$ cat src/rtl/multi_countdown_timer_if.sv
// rtl/multi_countdown_timer_if.sv - button/display bundle for the multi-channel countdown timer
interface multi_countdown_timer_if #(
    parameter int NUM_CH = 4
) ();
    localparam int CW = (NUM_CH > 1) ? $clog2(NUM_CH) : 1;

    logic              en;
    logic [CW-1:0]     ch_sel;
    logic              inc;
    logic              dec;
    logic              state;
    logic              start;
    logic              rld;
    logic [5:0]        hours;
    logic [5:0]        minutes;
    logic [5:0]        seconds;
    logic [6:0]        centis;
    logic [1:0]        mode;
    logic [1:0]        run;
    logic              reload;
    logic [NUM_CH-1:0] done;
    logic [NUM_CH-1:0] expire_pulse;
    logic              any_done;

    modport master (
        output en, ch_sel, inc, dec, state, start, rld,
        input  hours, minutes, seconds, centis, mode, run, reload, done, expire_pulse, any_done
    );

    modport slave (
        input  en, ch_sel, inc, dec, state, start, rld,
        output hours, minutes, seconds, centis, mode, run, reload, done, expire_pulse, any_done
    );
endinterface

$ cat src/rtl/multi_countdown_timer.sv
// rtl/multi_countdown_timer.sv - NUM_CH hh:mm:ss.cc countdown timers sharing one prescaler and button set
module multi_countdown_timer #(
    parameter int NUM_CH   = 4,
    parameter int TICK_DIV = 100000
) (
    input  logic                  clk,
    input  logic                  reset_n,
    multi_countdown_timer_if.slave bus
);
    localparam int CW = (NUM_CH > 1) ? $clog2(NUM_CH) : 1;
    localparam int PW = (TICK_DIV > 1) ? $clog2(TICK_DIV) : 1;

    typedef enum logic [1:0] {M_HOURS = 2'd0, M_MINUTES = 2'd1, M_SECONDS = 2'd2, M_CLOCK = 2'd3} mode_t;
    typedef enum logic [1:0] {R_STOPPED = 2'd0, R_RUNNING = 2'd1, R_EXPIRED = 2'd2} run_t;

    logic [PW-1:0]     pre_cnt;
    logic              tick;

    logic [5:0]        h_q  [NUM_CH];
    logic [5:0]        m_q  [NUM_CH];
    logic [5:0]        s_q  [NUM_CH];
    logic [6:0]        c_q  [NUM_CH];
    logic [5:0]        ph_q [NUM_CH];
    logic [5:0]        pm_q [NUM_CH];
    logic [5:0]        ps_q [NUM_CH];
    mode_t             mode_q [NUM_CH];
    run_t              run_q  [NUM_CH];
    logic [NUM_CH-1:0] rld_q;
    logic [NUM_CH-1:0] done_q;
    logic [NUM_CH-1:0] pulse_q;

    logic [NUM_CH-1:0] sel_vec;
    logic [NUM_CH-1:0] hit;
    logic [NUM_CH-1:0] is_zero;
    logic [NUM_CH-1:0] hits_zero;
    logic [5:0]        dh [NUM_CH];
    logic [5:0]        dm [NUM_CH];
    logic [5:0]        ds [NUM_CH];
    logic [6:0]        dc [NUM_CH];
    logic [5:0]        eh [NUM_CH];
    logic [5:0]        em [NUM_CH];
    logic [5:0]        es [NUM_CH];

    logic b_state, b_start, b_inc, b_dec;

    assign b_state = bus.state;
    assign b_start = bus.start & ~bus.state;
    assign b_inc   = bus.inc & ~bus.state & ~bus.start;
    assign b_dec   = bus.dec & ~bus.state & ~bus.start & ~bus.inc;

    assign tick = (pre_cnt == PW'(TICK_DIV - 1));

    always_ff @(posedge clk or negedge reset_n) begin
        if (!reset_n)  pre_cnt <= '0;
        else if (tick) pre_cnt <= '0;
        else           pre_cnt <= pre_cnt + 1'b1;
    end

    // Per-channel decode, borrow-chain decrement and field edit values
    always_comb begin
        for (int i = 0; i < NUM_CH; i++) begin
            sel_vec[i]   = (bus.ch_sel == CW'(i));
            hit[i]       = bus.en & sel_vec[i];
            is_zero[i]   = (h_q[i] == 6'd0) && (m_q[i] == 6'd0) && (s_q[i] == 6'd0) && (c_q[i] == 7'd0);
            hits_zero[i] = (h_q[i] == 6'd0) && (m_q[i] == 6'd0) && (s_q[i] == 6'd0) && (c_q[i] == 7'd1);

            dc[i] = (c_q[i] == 7'd0) ? 7'd99 : c_q[i] - 7'd1;
            ds[i] = s_q[i];
            dm[i] = m_q[i];
            dh[i] = h_q[i];
            if (c_q[i] == 7'd0) begin
                ds[i] = (s_q[i] == 6'd0) ? 6'd59 : s_q[i] - 6'd1;
                if (s_q[i] == 6'd0) begin
                    dm[i] = (m_q[i] == 6'd0) ? 6'd59 : m_q[i] - 6'd1;
                    if (m_q[i] == 6'd0)
                        dh[i] = (h_q[i] == 6'd0) ? 6'd23 : h_q[i] - 6'd1;
                end
            end

            eh[i] = h_q[i];
            em[i] = m_q[i];
            es[i] = s_q[i];
            case (mode_q[i])
                M_HOURS:   eh[i] = b_inc ? ((h_q[i] == 6'd23) ? 6'd0 : h_q[i] + 6'd1)
                                         : ((h_q[i] == 6'd0) ? 6'd23 : h_q[i] - 6'd1);
                M_MINUTES: em[i] = b_inc ? ((m_q[i] == 6'd59) ? 6'd0 : m_q[i] + 6'd1)
                                         : ((m_q[i] == 6'd0) ? 6'd59 : m_q[i] - 6'd1);
                M_SECONDS: es[i] = b_inc ? ((s_q[i] == 6'd59) ? 6'd0 : s_q[i] + 6'd1)
                                         : ((s_q[i] == 6'd0) ? 6'd59 : s_q[i] - 6'd1);
                default: ;
            endcase
        end
    end

    // Button actions first; a same-cycle expiry below overrides them on done
    always_ff @(posedge clk or negedge reset_n) begin
        if (!reset_n) begin
            for (int i = 0; i < NUM_CH; i++) begin
                h_q[i]    <= '0;
                m_q[i]    <= '0;
                s_q[i]    <= '0;
                c_q[i]    <= '0;
                ph_q[i]   <= '0;
                pm_q[i]   <= '0;
                ps_q[i]   <= '0;
                mode_q[i] <= M_HOURS;
                run_q[i]  <= R_STOPPED;
            end
            rld_q   <= '0;
            done_q  <= '0;
            pulse_q <= '0;
        end else begin
            pulse_q <= '0;
            for (int i = 0; i < NUM_CH; i++) begin
                if (hit[i]) begin
                    if (b_state) begin
                        case (run_q[i])
                            R_STOPPED: mode_q[i] <= mode_t'(mode_q[i] + 2'd1);
                            R_EXPIRED: begin
                                run_q[i]  <= R_STOPPED;
                                mode_q[i] <= M_HOURS;
                                done_q[i] <= 1'b0;
                                h_q[i]    <= ph_q[i];
                                m_q[i]    <= pm_q[i];
                                s_q[i]    <= ps_q[i];
                                c_q[i]    <= '0;
                            end
                            default:   done_q[i] <= 1'b0;
                        endcase
                    end else if (b_start && mode_q[i] == M_CLOCK) begin
                        if (run_q[i] == R_STOPPED) begin
                            if (is_zero[i]) begin
                                run_q[i]   <= R_EXPIRED;
                                done_q[i]  <= 1'b1;
                                pulse_q[i] <= 1'b1;
                            end else begin
                                run_q[i]   <= R_RUNNING;
                            end
                        end else if (run_q[i] == R_RUNNING) begin
                            run_q[i] <= R_STOPPED;
                        end
                    end else if ((b_inc || b_dec) && run_q[i] == R_STOPPED && mode_q[i] != M_CLOCK) begin
                        h_q[i]    <= eh[i];
                        m_q[i]    <= em[i];
                        s_q[i]    <= es[i];
                        ph_q[i]   <= eh[i];
                        pm_q[i]   <= em[i];
                        ps_q[i]   <= es[i];
                        c_q[i]    <= '0;
                        done_q[i] <= 1'b0;
                    end
                end

                if (hit[i] && bus.rld && run_q[i] == R_STOPPED)
                    rld_q[i] <= ~rld_q[i];

                if (run_q[i] == R_RUNNING && tick && !(hit[i] && b_start && mode_q[i] == M_CLOCK)) begin
                    if (hits_zero[i]) begin
                        done_q[i]  <= 1'b1;
                        pulse_q[i] <= 1'b1;
                        c_q[i]     <= '0;
                        if (rld_q[i]) begin
                            h_q[i] <= ph_q[i];
                            m_q[i] <= pm_q[i];
                            s_q[i] <= ps_q[i];
                        end else begin
                            run_q[i] <= R_EXPIRED;
                            h_q[i]   <= '0;
                            m_q[i]   <= '0;
                            s_q[i]   <= '0;
                        end
                    end else begin
                        h_q[i] <= dh[i];
                        m_q[i] <= dm[i];
                        s_q[i] <= ds[i];
                        c_q[i] <= dc[i];
                    end
                end
            end
        end
    end

    // Out-of-range ch_sel matches no channel, so the display reads all zero
    always_comb begin
        bus.hours   = '0;
        bus.minutes = '0;
        bus.seconds = '0;
        bus.centis  = '0;
        bus.mode    = '0;
        bus.run     = '0;
        bus.reload  = 1'b0;
        for (int i = 0; i < NUM_CH; i++) begin
            if (sel_vec[i]) begin
                bus.hours   = h_q[i];
                bus.minutes = m_q[i];
                bus.seconds = s_q[i];
                bus.centis  = c_q[i];
                bus.mode    = mode_q[i];
                bus.run     = run_q[i];
                bus.reload  = rld_q[i];
            end
        end
    end

    assign bus.done         = done_q;
    assign bus.expire_pulse = pulse_q;
    assign bus.any_done     = |done_q;
endmodule

$ cat src/flat_wrapper.sv
// flat-port wrapper written by rule: the top's interface ports become plain ports
module multi_countdown_timer_flat 
#(
    parameter int NUM_CH   = 4,
    parameter int TICK_DIV = 100000
)
  (clk, reset_n, bus_en, bus_ch_sel, bus_inc, bus_dec, bus_state, bus_start, bus_rld, bus_hours, bus_minutes, bus_seconds, bus_centis, bus_mode, bus_run, bus_reload, bus_done, bus_expire_pulse, bus_any_done);
  multi_countdown_timer_if #(.NUM_CH(NUM_CH)) bus_i ();
  input  logic clk;
  input  logic reset_n;
  input wire logic [$bits(bus_i.en)-1:0] bus_en;
  input wire logic [$bits(bus_i.ch_sel)-1:0] bus_ch_sel;
  input wire logic [$bits(bus_i.inc)-1:0] bus_inc;
  input wire logic [$bits(bus_i.dec)-1:0] bus_dec;
  input wire logic [$bits(bus_i.state)-1:0] bus_state;
  input wire logic [$bits(bus_i.start)-1:0] bus_start;
  input wire logic [$bits(bus_i.rld)-1:0] bus_rld;
  output wire logic [$bits(bus_i.hours)-1:0] bus_hours;
  output wire logic [$bits(bus_i.minutes)-1:0] bus_minutes;
  output wire logic [$bits(bus_i.seconds)-1:0] bus_seconds;
  output wire logic [$bits(bus_i.centis)-1:0] bus_centis;
  output wire logic [$bits(bus_i.mode)-1:0] bus_mode;
  output wire logic [$bits(bus_i.run)-1:0] bus_run;
  output wire logic [$bits(bus_i.reload)-1:0] bus_reload;
  output wire logic [$bits(bus_i.done)-1:0] bus_done;
  output wire logic [$bits(bus_i.expire_pulse)-1:0] bus_expire_pulse;
  output wire logic [$bits(bus_i.any_done)-1:0] bus_any_done;
  assign bus_i.en = bus_en;
  assign bus_i.ch_sel = bus_ch_sel;
  assign bus_i.inc = bus_inc;
  assign bus_i.dec = bus_dec;
  assign bus_i.state = bus_state;
  assign bus_i.start = bus_start;
  assign bus_i.rld = bus_rld;
  assign bus_hours = bus_i.hours;
  assign bus_minutes = bus_i.minutes;
  assign bus_seconds = bus_i.seconds;
  assign bus_centis = bus_i.centis;
  assign bus_mode = bus_i.mode;
  assign bus_run = bus_i.run;
  assign bus_reload = bus_i.reload;
  assign bus_done = bus_i.done;
  assign bus_expire_pulse = bus_i.expire_pulse;
  assign bus_any_done = bus_i.any_done;
  multi_countdown_timer #(.NUM_CH(NUM_CH), .TICK_DIV(TICK_DIV)) u_core (.clk(clk), .reset_n(reset_n), .bus(bus_i));
endmodule
$ cat config.mk
export PLATFORM = sky130hd
export DESIGN_NAME = multi_countdown_timer_flat
export DESIGN_NICKNAME = d
export VERILOG_FILES = /design/src/rtl/multi_countdown_timer_if.sv /design/src/rtl/multi_countdown_timer.sv /design/src/flat_wrapper.sv
export SDC_FILE = /design/constraint.sdc
export NUM_CORES = 1
export LEC_CHECK = 0
export ABC_AREA = 1
export CAP_MARGIN = 30
export CORE_MARGIN = 4
export CORE_UTILIZATION = 62
export DETAILED_ROUTE_END_ITERATION = 6
export PLACE_DENSITY_LB_ADDON = 0.12
export SETUP_SLACK_MARGIN = 0.1
export SLEW_MARGIN = 10
export SYNTH_ARGS = -nofsm -noshare
export SYNTH_HDL_FRONTEND = slang
export SYNTH_SLANG_ARGS = --single-unit
$ cat constraint.sdc
create_clock -name clk -period 2.3 [get_ports clk]
set_input_delay 0.46 -clock clk [delete_from_list [all_inputs] [get_ports clk]]
set_output_delay 0.46 -clock clk [all_outputs]
set_load 0.02 [all_outputs]
# Yosys cells after proc, flatten, opt, wreduce, memory -nomap -nowiden
# Index checks and enable logic that the tools add are counted.
[classes]
n_shift = 0
mux = 337
reduce_logical = 119
n_addsub = 33
n_div = 0
mul = 0
eq_ne = 64
n_bitwise = 21
n_lt_le_gt_ge = 0
[op_table]
columns = ["cell", "n"]
rows = [
  ["two-way mux 6 bit", 180],
  ["two-way mux 7 bit", 36],
  ["two-way mux 2 bit", 48],
  ["adder 6 x 1 -> 6 bit, second input constant", 12],
  ["zero test 6 bit", 12],
  ["subtractor 6 x 1 -> 6 bit, second input constant", 12],
  ["two-way mux 1 bit", 68],
  ["logical AND 1 bit", 52],
  ["== test 6 bit, second input constant", 8],
  ["!= test 3 x 1 -> 1 bit, second input constant", 16],
  ["AND reduction 4 bit", 8],
  ["== test 2 bit, second input constant", 14],
  ["== test 7 x 1 -> 1 bit, second input constant", 4],
  ["zero test 7 bit", 4],
  ["AND reduction 7 bit", 4],
  ["subtractor 7 x 1 -> 7 bit, second input constant", 4],
  ["== test 6 x 5 -> 1 bit, second input constant", 4],
  ["AND reduction 6 bit", 4],
  ["AND reduction 5 bit", 4],
  ["== test 2 x 1 -> 1 bit, second input constant", 9],
  ["zero test 2 bit", 9],
  ["adder 17 x 1 -> 17 bit, second input constant", 1],
  ["== test 17 bit, second input constant", 1],
  ["two-way mux 17 bit", 1],
  ["12 further kinds", 59],
]
[word_totals]
ramBits = 0
latch_bits = 0
wordCells = 617
ff_bits = 217
output_inout_bits = 39
romBits = 0
in_bits = 10
mem_count = 0

# Depth between registers and ports, before layout
[depth]
word_depth = 13
depth_mapped = 14
ltp_nobuf = 13

# Worst setup path before layout
# OpenSTA, ideal clock, no wires.
[synth_path]
path_type = "flip-flop to flip-flop"
start = "reg u_core.s_q[12] in the netlist's numbering"
end = "reg u_core.h_q[12] in the netlist's numbering"
slack_ns = 0.364
t_required_ns = 2.182
setup_time_ns = 0.118
arrival_time_ns = 1.819
n_path_buf = 0
synth_period_minus_slack_ns = 1.936
stages_incl_launch_ff = 12
cell_sequence = "dfrtp_1 inv_1 ha_1 nand3_2 nor2_1 nand3_2 nand3_2 nand2_4 nor2_4 inv_2 nand2_1 nand2_1"
[synth_between]
elab_chain_cells = 5
word_cells_on_any_way = 9
cone_classes = "3 x eq/ne; 2 x mux; 4 x reduce/logical"
[synth_rtl]
columns = ["item", "line", "text"]
rows = [
  ["start, declared", "multi_countdown_timer.sv:21", "logic [5:0] s_q [NUM_CH];"],
  ["start signal, assigned by index", "multi_countdown_timer.sv:125", "s_q[i] <= ps_q[i];"],
  ["start signal, assigned by index", "multi_countdown_timer.sv:145", "s_q[i] <= es[i];"],
  ["start signal, assigned by index", "multi_countdown_timer.sv:165", "s_q[i] <= ps_q[i];"],
  ["zero test 6 bit *", "multi_countdown_timer.sv:65, multi_countdown_timer.sv:73", ""],
  ["logical AND 1 bit (2 in series)", "multi_countdown_timer.sv:65", "hits_zero[i] = (h_q[i] == 6'd0) && (m_q[i] == 6'd0) && (s_q[i] == 6'd0) && (c_q[i] == 7'd1);"],
  ["!= test 3 x 1 -> 1 bit (no source line) / two-way mux 6 bit (equally long branches)", "-", ""],
  ["AND reduction 7 bit (no source line) / two-way mux 6 bit (equally long branches)", "-", ""],
  ["end signal, assigned by index", "multi_countdown_timer.sv:123", "h_q[i] <= ph_q[i];"],
  ["end signal, assigned by index", "multi_countdown_timer.sv:143", "h_q[i] <= eh[i];"],
  ["end signal, assigned by index", "multi_countdown_timer.sv:163", "h_q[i] <= ph_q[i];"],
  ["end, declared", "multi_countdown_timer.sv:19", "logic [5:0] h_q [NUM_CH];"],
]
# Mark *: on every way between the ends. The rest lies on a longest branch, timed or not.
# A chain may end at the register's enable or synchronous reset.

# Worst setup path after layout
[layout_path]
start = "in bus_ch_sel[1]"
end = "out bus_run[0]"
[layout_between]
elab_chain_cells = 5
word_cells_on_any_way = 8
cone_classes = "3 x eq/ne; 4 x mux; 1 x reduce/logical"
[layout_rtl]
columns = ["item", "line", "text"]
rows = [
  ["start, declared", "flat_wrapper.sv:12", "input wire logic [$bits(bus_i.ch_sel)-1:0] bus_ch_sel;"],
  ["zero test 2 bit", "multi_countdown_timer.sv:62", "sel_vec[i] = (bus.ch_sel == CW'(i));"],
  ["two-way mux 2 bit (3 in series)", "multi_countdown_timer.sv:193", "if (sel_vec[i]) begin"],
  ["two-way mux 2 bit *", "multi_countdown_timer.sv:193", ""],
  ["end, declared", "flat_wrapper.sv:23", "output wire logic [$bits(bus_i.run)-1:0] bus_run;"],
]
# Marks and branches as above.

==> flow_summary.ini <==
[synthesis]
synth_adder_area_share = 0.0405
synthCells = 2827
synth-seq-cells = 217
synthArstFlopShare = 1.00
synth.net_count = 2894
ys_seq_area_frac = 0.308
synth_top_area_frac = 0.308
synth_area_um2 = 17600
yosys_warnings = 0
yosys.area_share.simple = 0.413
yosysTopAreaCell = dfrtp_1
synthMuxAreaShare = 0
synth_top_family_by_area = simple AND/OR/NAND/NOR gates
synth_compound_area_frac = 0.132
synth-main-ff-cell = dfrtp_1
synth_edf_count = 0
syn_avg_cell_area_um2 = 6.23
synth-xor-area-share = 0.0229
yosys-top-cells-area = dfrtp_1, nand2_1, o21ai_0
synth_cell_types = 48

[detailed_routing]
drt_wl_total_um = 64400
drtIter0Drc = 2745
ant_nets = 0
drc = 0
drt_pass1_iterations = 7
wl_per_cell_um = 18.6
via_count = 20817
via_per_inst = 6.00

[setup_path]
regToRegStartpoint = u_core.pre_cnt[1]$_DFF_PN0_
path_common_cell = buf_4
start_kind = input port
setup.worst_path.start = bus_ch_sel[1]
r2r_setup_slack_ns = 0.09
cp_max_fo = 11
required_ns = 1.84
slowest_delay_ns = 0.26
critical_path_arrival_ns = 1.75
crit_chain = clkdlybuf4s15_2 > buf_4 > inv_2 > nor2_1 > buf_4 > a221oi_1 > o21ai_0 > clkbuf_2
reg2regPathDepth = 13
r2r-end = u_core.h_q[19]$_DFFE_PN0P_
slowest_stage = a221oi_1
endpoint_kind = output port
crit_path_end = bus_run[0]
path_class = input port to output port

[die]
io_pins = 49
die_area_um2 = 31200
coreArea_um2 = 27900
start_util = 0.630
die_w_um = 177
die_y_um = 177
num_rows = 61

[power_and_ir_drop]
intPower_mw = 13.3
p_leak_nw = 10.8
ir_drop_uv = 790
power_frac_seq = 0.264
swShare = 0.491
clkPwrFrac = 0.177
power_frac_comb = 0.559
powerDensity_nw_per_um2 = 1210
p_sw_mw = 12.8

[placed_design]
dpl.cell_count = 3389
place_ws_ns = -0.668
placed_area_um2 = 20100
dp_hpwl_um = 47000
gp_congestion = 1.01
buffer_ports.inserted = 48

[cts]
htree_num_levels = 1
clock_tree.buffer_depth = 3
numCtsBuffers = 27
clockRootBuffer = clkbuf_16
worstSkewPairLatency_ns = 0.56
clkTransAtPathRegs_ns = 0.06
clock-sinks = 217
cts_tree = built

[global_route]
track_usage = 0.397
grt_antenna_before_repair = 1
overflow = 0
grt_max_degree = 62
grt_pass1_vias = 19223
grt_pass1_wl_um = 100000

[sta]
hold_viol = 0
setup_viol = 0
maxSlewViolCount = 0
fin_ws_ns = 0.0874
rsz0062_at_grt = yes
clock_skew_ns = 0.0190
slew_headroom = 0.525
fin_crit_sh = 0.962
fmax_mhz = 452
worst_pin_slew_ns = 0.712
min_period_ns = 2.21

[finish]
areaGrowthSynthToFinish_pct = 22.8
final_common_cell = nand2_1
antenna_cells = 0
stdcell_count = 3469
drive_above_1_share = 0.173
final_core_util = 0.774
final_cell_mix = nand2_1, nor2_1, buf_4
final_nets = 3139
fin_area_um2 = 21600

[status]
status = completed

[run]
drv_cap = 0

[min_path]
hp-class = input port to async pin
[worst min path at each step]
| stage | cells past startpoint | to | slack, ns | start |
|---|---|---|---|---|
| floorplan | 0 | u_core.bus.done[0]$_DFF_PN0_ | 0.16 | reset_n |
| global placement | 1 | u_core.pre_cnt[7]$_DFF_PN0_ | 0.41 | reset_n |
| detailed placement | 1 | u_core.pre_cnt[7]$_DFF_PN0_ | 0.41 | reset_n |
| CTS | 2 | u_core.pre_cnt[7]$_DFF_PN0_ | 0.44 | reset_n |
| global route | 2 | u_core.pre_cnt[7]$_DFF_PN0_ | 0.45 | reset_n |
| finish | 2 | u_core.pre_cnt[7]$_DFF_PN0_ | 0.41 | reset_n |
[power by group through the flow]
stage               logic, mW  registers (mW)  clock network, mW
floorplan                9.33            6.17                  0
global placement         13.4            6.74                  0
detailed placement       13.8            6.77                  0
CTS                      14.0            6.76               4.61
global route             16.2            7.00               4.78
finish                   14.6            6.89               4.61
[through the flow]
stage,hold slack [ns],total power [mW],TNS [ns]
floorplan,0.164,15.5,0
global placement,0.407,20.2,-53.00
detailed placement,0.409,20.6,-59.91
CTS,0.436,25.4,-0.0488
global route,0.451,27.9,0
finish,0.410,26.1,0
[layout make-up]
type | instances | area (um2)
Multi-Input combinational cell | 2241 | 11000
Fill cell | 2188 | 6310
Sequential cell | 217 | 5450
Timing Repair Buffer | 325 | 2770
Inverter | 260 | 1010
Clock buffer | 32 | 724
Tap cell | 378 | 473
Clock inverter | 16 | 218
[synth_stat cells, types with 6 or more instances]
library cell	number
a21oi_1	84
a31oi_1	14
buf_2	25
buf_4	6
clkbuf_1	70
dfrtp_1	217
ha_1	57
inv_1	236
inv_2	21
nand2_1	1063
nand2_2	6
nand3_1	240
nand3_2	15
nand4_1	32
nor2_1	285
nor2_2	17
nor2_4	13
nor3_1	22
o2111ai_1	21
o211ai_1	17
o21ai_0	244
o21ai_1	6
o22ai_1	16
xor2_1	45
[state kept, by name (all words and copies together), names as in the netlist, 17 cells and up]
register	flops
u_core.s_q	24
u_core.ps_q	24
u_core.pm_q	24
u_core.c_q	28
u_core.m_q	24
u_core.h_q	24
u_core.ph_q	24
u_core.pre_cnt	17
[layer usage]
metal / up-vias / track usage / routed length, um
li1: 9649 / - / -
met1: 9547 / 0.504 / 23900
met2: 1307 / 0.645 / 29200
met3: 314 / 0.0745 / 6900
met4: 0 / 0.209 / 4420
met5: - / 0 / 0
[cells by family (layout without fill, tap and decap cells)]
| logic type | Yosys count | in the layout |
|---|---|---|
| fa+ha+maj | 57 | 57 |
| xor+xnor | 46 | 46 |
| compound gates | 419 | 419 |
| buf+inv | 369 | 633 |
| flops | 217 | 217 |
| simple gates | 1719 | 1719 |
[timing repair]
action | 4_1_cts | 5_1_grt
endpoints found under the setup margin | 79 | 94
pin swaps | 4 | 24
setup buffers | 6 | 23
endpoints found under the hold margin | 45 | 0
gates resized for setup | 142 | 98
gates cloned | 1 | 1
hold buffers | 1 | 0
[critical path: cells and delay by family]
| kind | cells | cell delay (ns) |
|---|---|---|
| buffers and inverters | 5 | 0.81 |
| AO/OA/AOI/OAI | 2 | 0.44 |
| AND/OR/NAND/NOR | 1 | 0.04 |
Power figures use the tool's default switching activity.
